<file path="config.mk">
export PLATFORM = sky130hd
export DESIGN_NAME = apb_ucpd_data_rx
export DESIGN_NICKNAME = d
export VERILOG_FILES = /design/src/rtl/apb_ucpd_data_rx.sv
export SDC_FILE = /design/constraint.sdc
export NUM_CORES = 1
export LEC_CHECK = 0
export BUFFER_PORTS_ARGS = -buffer_cell sky130_fd_sc_hd__clkbuf_2
export CORE_ASPECT_RATIO = 1.2
export CORE_UTILIZATION = 29
export DETAILED_ROUTE_END_ITERATION = 10
export SLEW_MARGIN = 10
export SYNTH_ARGS = -nofsm -noshare
export SYNTH_HDL_FRONTEND = slang
export SYNTH_SLANG_ARGS = --single-unit
</file>
<file path="constraint.sdc">
create_clock -name ic_clk -period 3.5 [get_ports ic_clk]
set_input_delay 0.35 -clock ic_clk [delete_from_list [all_inputs] [get_ports ic_clk]]
set_output_delay 0.35 -clock ic_clk [all_outputs]
set_load 0.02 [all_outputs]
</file>
<file path="src/rtl/apb_ucpd_data_rx.sv">
// UCPD receive data path.
// Hunts the decoded bit stream for an enabled ordered set. A match needs
// at least 3 of its 4 K-codes. After an SOP-class set the block decodes
// 5b symbols into nibbles and assembles bytes into RXDR. It counts the
// payload and checks the CRC-32 residue when EOP arrives.
//
// Receive-bit handshake: rx_bit is sampled only in a cycle where
// rx_bit_vld is high. There is no back-pressure, so every strobe is
// consumed in the cycle it arrives. rxdr_rd is a one-cycle pulse that
// consumes the byte held in rx_rxdr.

`ifndef SYNC_1
`define SYNC_1 5'b11000
`endif
`ifndef SYNC_2
`define SYNC_2 5'b10001
`endif
`ifndef SYNC_3
`define SYNC_3 5'b00110
`endif
`ifndef RST_1
`define RST_1 5'b00111
`endif
`ifndef RST_2
`define RST_2 5'b11001
`endif
`ifndef EOP
`define EOP 5'b01101
`endif

module apb_ucpd_data_rx #(
  parameter int PAYSZ_W = 10
) (
  input  logic               ic_clk,
  input  logic               ic_rst_n,
  input  logic               rx_en,
  input  logic               rx_bit,
  input  logic               rx_bit_vld,
  input  logic [6:0]         rx_ordset_en,
  input  logic               rxdr_rd,
  output logic [7:0]         rx_rxdr,
  output logic               rx_ne,
  output logic [2:0]         rx_ordset_type,
  output logic [PAYSZ_W-1:0] rx_paysz,
  output logic               rx_sop_det,
  output logic               rx_hrst_det,
  output logic               rx_crst_det,
  output logic               rx_ovr,
  output logic               rx_msg_end,
  output logic               rx_err,
  output logic               rx_busy
);

  localparam logic [4:0]  SYM_S1  = `SYNC_1;
  localparam logic [4:0]  SYM_S2  = `SYNC_2;
  localparam logic [4:0]  SYM_S3  = `SYNC_3;
  localparam logic [4:0]  SYM_R1  = `RST_1;
  localparam logic [4:0]  SYM_R2  = `RST_2;
  localparam logic [4:0]  SYM_EOP = `EOP;
  localparam logic [31:0] CRC_INIT    = 32'hFFFF_FFFF;
  localparam logic [31:0] CRC_POLY    = 32'hEDB8_8320;
  localparam logic [31:0] CRC_RESIDUE = 32'hDEBB_20E3;
  localparam logic [PAYSZ_W-1:0] PAYSZ_MAX = {PAYSZ_W{1'b1}};

  typedef enum logic [0:0] {ST_IDLE, ST_DATA} state_t;

  state_t       state, state_nxt;
  logic [19:0]  window;
  logic [19:0]  window_nxt;
  logic [4:0]   sym_sh;
  logic [4:0]   sym_nxt;
  logic [2:0]   bit_cnt;
  logic         nib_odd;
  logic [3:0]   low_nib;
  logic [31:0]  crc;
  logic         hit;
  logic [2:0]   hit_idx;
  logic [4:0]   dec;
  logic         dec_valid;
  logic [3:0]   dec_nib;
  logic [7:0]   new_byte;
  logic         sop_go;
  logic         hrst_go;
  logic         crst_go;
  logic         byte_done;
  logic         msg_end_go;
  logic         err_go;

  // Ordered-set table. Bits [4:0] hold the first symbol on the wire.
  function automatic logic [19:0] os_code(input int idx);
    logic [19:0] c;
    case (idx)
      0:       c = {SYM_S2, SYM_S1, SYM_S1, SYM_S1};
      1:       c = {SYM_S3, SYM_S3, SYM_S1, SYM_S1};
      2:       c = {SYM_S3, SYM_S1, SYM_S3, SYM_S1};
      3:       c = {SYM_R2, SYM_R1, SYM_R1, SYM_R1};
      4:       c = {SYM_S3, SYM_R1, SYM_S1, SYM_R1};
      5:       c = {SYM_S3, SYM_R2, SYM_R2, SYM_S1};
      default: c = {SYM_S2, SYM_S3, SYM_R2, SYM_S1};
    endcase
    return c;
  endfunction

  // A set matches when at least 3 of its 4 symbols are equal.
  function automatic logic set_match(input logic [19:0] w, input logic [19:0] s);
    int n;
    n = 0;
    for (int i = 0; i < 4; i++) begin
      if (w[i*5 +: 5] == s[i*5 +: 5]) n = n + 1;
    end
    return (n >= 3);
  endfunction

  // Inverse 4b5b table. Bit 4 flags a valid data symbol.
  function automatic logic [4:0] dec5b4b(input logic [4:0] s);
    logic [4:0] r;
    case (s)
      5'b11110: r = {1'b1, 4'h0};
      5'b01001: r = {1'b1, 4'h1};
      5'b10100: r = {1'b1, 4'h2};
      5'b10101: r = {1'b1, 4'h3};
      5'b01010: r = {1'b1, 4'h4};
      5'b01011: r = {1'b1, 4'h5};
      5'b01110: r = {1'b1, 4'h6};
      5'b01111: r = {1'b1, 4'h7};
      5'b10010: r = {1'b1, 4'h8};
      5'b10011: r = {1'b1, 4'h9};
      5'b10110: r = {1'b1, 4'hA};
      5'b10111: r = {1'b1, 4'hB};
      5'b11010: r = {1'b1, 4'hC};
      5'b11011: r = {1'b1, 4'hD};
      5'b11100: r = {1'b1, 4'hE};
      5'b11101: r = {1'b1, 4'hF};
      default:  r = 5'b0_0000;
    endcase
    return r;
  endfunction

  // Reflected CRC-32 over one byte, processed LSB first.
  function automatic logic [31:0] crc_byte(input logic [31:0] c_in, input logic [7:0] d);
    logic [31:0] c;
    logic        fb;
    c = c_in;
    for (int i = 0; i < 8; i++) begin
      fb = c[0] ^ d[i];
      c  = c >> 1;
      if (fb) c = c ^ CRC_POLY;
    end
    return c;
  endfunction

  assign window_nxt = {rx_bit, window[19:1]};
  assign sym_nxt    = {rx_bit, sym_sh[4:1]};
  assign dec        = dec5b4b(sym_nxt);
  assign dec_valid  = dec[4];
  assign dec_nib    = dec[3:0];
  assign new_byte   = {dec_nib, low_nib};
  assign rx_busy    = (state == ST_DATA);

  // Ordered-set search on the incoming window. Scanning downwards lets the
  // lowest enabled index win.
  always_comb begin
    hit     = 1'b0;
    hit_idx = 3'd0;
    for (int k = 6; k >= 0; k--) begin
      if (rx_ordset_en[k] && set_match(window_nxt, os_code(k))) begin
        hit     = 1'b1;
        hit_idx = 3'(k);
      end
    end
  end

  // Next-state and event decode.
  always_comb begin
    state_nxt  = state;
    sop_go     = 1'b0;
    hrst_go    = 1'b0;
    crst_go    = 1'b0;
    byte_done  = 1'b0;
    msg_end_go = 1'b0;
    err_go     = 1'b0;
    if (!rx_en) begin
      state_nxt = ST_IDLE;
    end else begin
      case (state)
        ST_IDLE: begin
          if (rx_bit_vld && hit) begin
            if (hit_idx == 3'd3) begin
              hrst_go = 1'b1;
            end else if (hit_idx == 3'd4) begin
              crst_go = 1'b1;
            end else begin
              sop_go    = 1'b1;
              state_nxt = ST_DATA;
            end
          end
        end
        ST_DATA: begin
          if (rx_bit_vld && (bit_cnt == 3'd4)) begin
            if (dec_valid) begin
              byte_done = nib_odd;
            end else if (sym_nxt == SYM_EOP) begin
              msg_end_go = 1'b1;
              err_go     = nib_odd || (crc != CRC_RESIDUE);
              state_nxt  = ST_IDLE;
            end else begin
              msg_end_go = 1'b1;
              err_go     = 1'b1;
              state_nxt  = ST_IDLE;
            end
          end
        end
        default: state_nxt = ST_IDLE;
      endcase
    end
  end

  // State register.
  always_ff @(posedge ic_clk or negedge ic_rst_n) begin
    if (!ic_rst_n) state <= ST_IDLE;
    else           state <= state_nxt;
  end

  // Hunt window. It shifts only in IDLE and is cleared on a match or when disabled.
  always_ff @(posedge ic_clk or negedge ic_rst_n) begin
    if (!ic_rst_n) begin
      window <= 20'd0;
    end else if (!rx_en || (state == ST_DATA)) begin
      window <= 20'd0;
    end else if (rx_bit_vld) begin
      window <= hit ? 20'd0 : window_nxt;
    end
  end

  // Symbol assembly and nibble phase. Held clear outside DATA.
  always_ff @(posedge ic_clk or negedge ic_rst_n) begin
    if (!ic_rst_n) begin
      sym_sh  <= 5'd0;
      bit_cnt <= 3'd0;
      nib_odd <= 1'b0;
      low_nib <= 4'd0;
    end else if (!rx_en || (state == ST_IDLE)) begin
      sym_sh  <= 5'd0;
      bit_cnt <= 3'd0;
      nib_odd <= 1'b0;
    end else if (rx_bit_vld) begin
      sym_sh <= sym_nxt;
      if (bit_cnt == 3'd4) begin
        bit_cnt <= 3'd0;
        if (dec_valid) begin
          if (!nib_odd) low_nib <= dec_nib;
          nib_odd <= ~nib_odd;
        end
      end else begin
        bit_cnt <= bit_cnt + 3'd1;
      end
    end
  end

  // CRC register and payload counter. Both restart on SOP.
  always_ff @(posedge ic_clk or negedge ic_rst_n) begin
    if (!ic_rst_n) begin
      crc      <= CRC_INIT;
      rx_paysz <= '0;
    end else if (sop_go) begin
      crc      <= CRC_INIT;
      rx_paysz <= '0;
    end else if (byte_done) begin
      crc <= crc_byte(crc, new_byte);
      if (rx_paysz != PAYSZ_MAX) rx_paysz <= rx_paysz + 1'b1;
    end
  end

  // Last detected ordered-set index.
  always_ff @(posedge ic_clk or negedge ic_rst_n) begin
    if (!ic_rst_n)                       rx_ordset_type <= 3'd0;
    else if (sop_go || hrst_go || crst_go) rx_ordset_type <= hit_idx;
  end

  // RXDR holding register. A byte arriving while the old one is unread is dropped.
  always_ff @(posedge ic_clk or negedge ic_rst_n) begin
    if (!ic_rst_n) begin
      rx_rxdr <= 8'd0;
      rx_ne   <= 1'b0;
      rx_ovr  <= 1'b0;
    end else begin
      rx_ovr <= 1'b0;
      if (byte_done) begin
        if (rx_ne && !rxdr_rd) begin
          rx_ovr <= 1'b1;
        end else begin
          rx_rxdr <= new_byte;
          rx_ne   <= 1'b1;
        end
      end else if (rxdr_rd) begin
        rx_ne <= 1'b0;
      end
    end
  end

  // One-cycle status pulses.
  always_ff @(posedge ic_clk or negedge ic_rst_n) begin
    if (!ic_rst_n) begin
      rx_sop_det  <= 1'b0;
      rx_hrst_det <= 1'b0;
      rx_crst_det <= 1'b0;
      rx_msg_end  <= 1'b0;
      rx_err      <= 1'b0;
    end else begin
      rx_sop_det  <= sop_go;
      rx_hrst_det <= hrst_go;
      rx_crst_det <= crst_go;
      rx_msg_end  <= msg_end_go;
      rx_err      <= err_go;
    end
  end

endmodule

</file>
=== Word level (Yosys, flattened, before mapping) ===
Memories as Yosys holds them, arrays and structs flattened.
Index checks and enable logic that the tools add are counted.

* ROM bits: 160
* Word-level logic and storage cells: 220
* Output and inout bits: 29
* Bits of input ports: 13
* Memories: 1
* Flip-flop bits (word level): 94

* Reduce and logical (&&, ||, !) cells: 29
* Magnitude comparators: 7
* Bitwise logic cells: 20
* Add/subtract/negate cells: 16
* Mux-type cells: 110
* Equality and inequality tests: 20

{| class="wikitable"
|+ Memories
! memory !! depth !! bits a word !! read ports !! clocked after memory_dff !! write ports !! RTL line !! RTL
|-
| (name not given) || 32 || 5 || 1 || 0 || 0 || 117 || <nowiki>case (s)</nowiki>
|}

{| class="wikitable"
|+ Operators with widths
! kind !! number
|-
| two-way mux 32 bit || 43
|-
| adder 32 x 2 -> 32 bit, second input constant || 14
|-
| greater-or-equal comparator 32 x 3 -> 1 bit, second input constant || 7
|-
| NOT 13 -> 14 bit || 8
|-
| two-way mux 20 bit || 3
|-
| two-way mux 1 bit || 48
|-
| equality test 5 bit, second input constant || 7
|-
| != test 32 bit, second input constant || 1
|-
| equality test 5 x 3 -> 1 bit, second input constant || 6
|-
| two-way mux 10 bit || 3
|-
| two-way mux 3 bit || 10
|-
| nonzero test 2 bit || 7
|-
| adder 10 x 1 -> 10 bit, second input constant || 1
|-
| logical AND 1 bit || 10
|-
| two-way mux 5 bit || 2
|-
| != test 10 bit, second input constant || 1
|-
| bitwise XOR 1 bit || 8
|-
| equality test 3 bit, second input constant || 2
|-
| AND reduction 2 bit || 3
|-
| equality test 5 x 4 -> 1 bit, second input constant || 1
|-
| logical OR 1 bit || 5
|-
| AND reduction 5 bit || 1
|-
| NOT 1 bit || 4
|-
| adder 3 x 1 -> 3 bit, second input constant || 1
|-
| other kinds (5) || 6
|}

=== Logic depth before layout (Yosys ltp) ===
* Depth after elaboration: 52
* Mapped depth: 15
* Mapped depth without buffers: 14

=== Worst setup path after synthesis ===
No wires, ideal clock.

* Kind: reg2reg
* Start point: register window[8]
* End point: register window[10]
* Path buffers: 2
* Setup time: 66 ps
* Required time: 3434 ps
* Stages on the path, launching flop included: 15
* Period minus slack after synthesis: 3385 ps
* Arrival: 3318 ps
* Path slack: 115 ps
* Path through: dfrtp_1 > nor4bb_1 > nor2b_1 > ha_1 > clkbuf_1 > xnor2_1 > ha_1 > a21oi_1 > a21oi_1 > or3_1 > nand4_1 > nand4_1 > nor3_4 > buf_6 > a22o_1

* Longest elaborated chain between the ends: 18
* Elaborated cells between the ends (all ways): 59
* Classes of those cells: add/sub: 12; order compare: 7; eq/ne: 4; mux: 29; reduce/logical: 7

{| class="wikitable"
|+ Ends and longest elaborated chain
! item !! RTL line !! RTL
|-
| start, declared || 68 || <nowiki>logic [19:0] window;</nowiki>
|-
| start signal, assigned || 231 || <nowiki>window <= hit ? 20'd0 : window_nxt;</nowiki>
|-
| equality test 5 bit || 109 || <nowiki>if (w[i*5 +: 5] == s[i*5 +: 5]) n = n + 1;</nowiki>
|-
| two-way mux 32 bit || 109 ||
|-
| adder 32 x 2 -> 32 bit || 109 ||
|-
| two-way mux 32 bit || 109 ||
|-
| adder 32 x 2 -> 32 bit || 109 ||
|-
| two-way mux 32 bit || 109 ||
|-
| greater-or-equal comparator 32 x 3 -> 1 bit || 111 || <nowiki>return (n >= 3);</nowiki>
|-
| logical AND 1 bit || 166 || <nowiki>if (rx_ordset_en[k] && set_match(window_nxt, os_code(k))) begin</nowiki>
|-
| two-way mux 1 bit (6 in series) || 166 ||
|-
| two-way mux 1 bit (*) || 166 ||
|-
| two-way mux 20 bit (*) || 231 ||
|-
| two-way mux 20 bit (*) || 230 || <nowiki>end else if (rx_bit_vld) begin</nowiki>
|-
| two-way mux 20 bit (*) || 228 || <nowiki>end else if (!rx_en || (state == ST_DATA)) begin</nowiki>
|}

Every way passes the cells marked *; elsewhere a longest branch is shown, timed or not. The select of a mux whose other input is x is not followed.
A chain may end at the register's enable or synchronous reset.

=== Worst setup path in the final report ===
* Start point: register window[10]
* End point: register window[15]

The elaborated chain is that of the path after synthesis.

==> metrics <==
clock sink count 92; Comb pwr share 12.7%; Post-synth EDFFs 0; Worst-path clk slew 70 ps; Pleak 0.00333 µW; drt pass-1 iters 4; post-DP HPWL 10.6 mm; register share of total power 44.3%; Fill cells 2014; DR iter-0 viols between 200 and 300; Max FO, Critical Path 4; syn_area_per_cell 10.1 µm²; register area share after synthesis 38.2%; # DRC 0; Setup crit start kind flip-flop; Yosys top cell area share between 20% and 30%; vias 4859; floorplan row count 57; placed cell count 914; Syn Nets 647; Post-Route WL about 16 mm; routability-driven placement congestion ratio 0.860; worst slew pin tran between 1000 and 1500 ps; Final Skew 8.90 ps; commonest non-fill, non-tap cell in the layout dfrtp_1; endpoints failing setup 0; hold slack between 150 and 200 ps; clk_lat worst skew 350 ps; routed wl met2 around 8.3 mm; Post-Syn Area 6130 µm²; ANT cells 0; io pins 42; headroom to the max-slew limit between 30% and 40%; WP data arrival 3750 ps; Clk pwr share 43.0%; global-route wire length before repair about 24 mm; critical path endpoint category flip-flop; Die Wd 135 µm; crit path time final 3460 ps; die height 161 µm; PwrDens 336 nW/µm²; H-tree levels 3; Final nets approximately 720; main area contributors after synthesis dfrtp_1, dfstp_2, xnor2_1; Max Cap Viol 0; setup TNS 0 ps; Net Sw Frac roughly a quarter; Initial Utilization 30.0%; commonest non-fill, non-tap cells in the layout dfrtp_1, nand2_1, xnor2_1, clkbuf_2, a21oi_1; Hold Vio Cnt, Final 0; Hold WC Path Type input port to asynchronous set/reset pin; CTS tree built; Synth Register Bits 92; fmax between 0.2 and 0.3 GHz; routed length on met1 6.92 mm; RSZ-0062 raised after global routing true; CTS Root Cell clkbuf_16; status finished, final reports clean; area leader, netlist dfrtp_1; Tot GR Track Use between 10% and 20%; routed wl met3 ~440 µm; cell internal pwr 1910 µW; period utilization 98.8%; Synth Warn # 0; Cell variety after synth 74; vias in the first global route 4606; largest net degree at the start of global routing 81; die area between 20000 and 25000 µm²; Final Non-Filler Cells 950; final core occ 37.0%; clk buf depth 2; core area 20500 µm²; Final Slew Violations 0; kind of critical path flip-flop to flip-flop; Num CTS Buffers 9; Top Layer Used met4; initial antenna violation count 0; number of port buffers 41; total power around 2600 µW; FFs w/ async S/R, synth 100%; layout cells sized above 1 29.6%; total grt overflow 0; Mapped Cells slightly above 600; drt wl/cell 16.7 µm; Layout area overhead 23.6%; sw power 639 µW; Via density between 5 and 6; Worst Path Required 3790 ps; peak supply drop 221 µV; Top FF cell, synth dfrtp_1; ANT nets after route 0
[final cells by class]
cell class | count | area (µm²) | area share [%]
Timing Repair Buffer | 88 | 714 | 9.42
Inverter | 18 | 71.3 | 0.941
Multi-Input combinational cell | 471 | 3780 | 49.9
Tap cell | 265 | 332 | 4.37
Clock buffer | 10 | 239 | 3.15
Clock inverter | 6 | 93.8 | 1.24
Sequential cell | 92 | 2350 | 31.0
[repair_timing]
action | CTS | global route
buffers inserted | 0 | 14
resized for setup | 0 | 43
hold buffers | 0 | 0
endpoints found under the setup margin | 0 | 66
[routing by layer]
metal  global-route usage [%]  vias up
met1                     18.0     2416
met5                        0        -
met3                     2.70       11
li1                         -     2345
met4                     6.49        0
met2                     23.0       87
[per-stage QoR]
step                      worst slack [ps]  instance area [µm²]
after floorplan                        115                 6130
after global placement                97.4                 6780
after detailed placement              58.7                 6780
after CTS                             21.1                 7110
after global routing                  -135                 7580
final                                 43.6                 7580
[Yosys cell counts, types with 18 or more instances]
cell type	count
a21oi_1	41
mux2i_1	20
o21ai_0	21
dfstp_2	32
a22o_1	18
inv_1	18
xor2_1	30
nor2_1	36
ha_1	25
dfrtp_1	60
nand2_1	55
xnor2_1	42
[registers in the layout, summed over array words and instances (netlist names)]
register and cells:
bit_cnt 3, crc 32, low_nib 4, nib_odd 1, rx_busy 1, rx_crst_det 1, rx_err 1, rx_hrst_det 1
rx_msg_end 1, rx_ne 1, rx_ordset_type 3, rx_ovr 1, rx_paysz 10, rx_rxdr 8, rx_sop_det 1, sym_sh 4
window 19
[worst max-delay path, cell delays in order (launching register included)]
cell and delay [ps]:
dfrtp_2 440, nor4bb_4 330, nand2b_1 130, inv_2 90, ha_4 200, or3_4 370
nand2_2 90, ha_4 200, nor2_1 100, nand2_1 70, nand3_1 100, o31a_1 210
nand4_1 230, buf_4 220, nor3_4 190, buf_12 150, clkbuf_16 130, a22o_1 130
[power by group through the flow]
| stage | Combinational, µW | Clock (µW) | Sequential (µW) |
|---|---|---|---|
| after floorplan | 232 | 0 | 1140 |
| after global placement | 313 | 0 | 1150 |
| after detailed placement | 313 | 0 | 1150 |
| after CTS | 314 | 1130 | 1130 |
| after global routing | 354 | 1170 | 1130 |
| final | 323 | 1100 | 1130 |
[logic make-up after synthesis]
| logic type | count (synthesis) | synth area share [%] |
|---|---|---|
| xor+xnor | 85 | 15.1 |
| simple gates | 188 | 16.9 |
| flops | 92 | 38.2 |
| fa+ha+maj | 25 | 5.10 |
| buf+inv | 46 | 3.22 |
| mux | 31 | 5.35 |
| compound gates | 142 | 16.1 |
[path summary, 6_finish.rpt]
path,cells after the start,to,from,slack [ps]
max,17,window[15],window[10],40
min,1,rx_rxdr[0],ic_rst_n,160
max reg2reg,17,window[15],window[10],40
min reg2reg,2,rx_rxdr[6],rx_rxdr[6],480
max in group asynchronous,2,window[8],ic_rst_n,2560
min in group ic_clk,3,rx_busy,rx_en,270
Power figures use the tool's default switching activity.
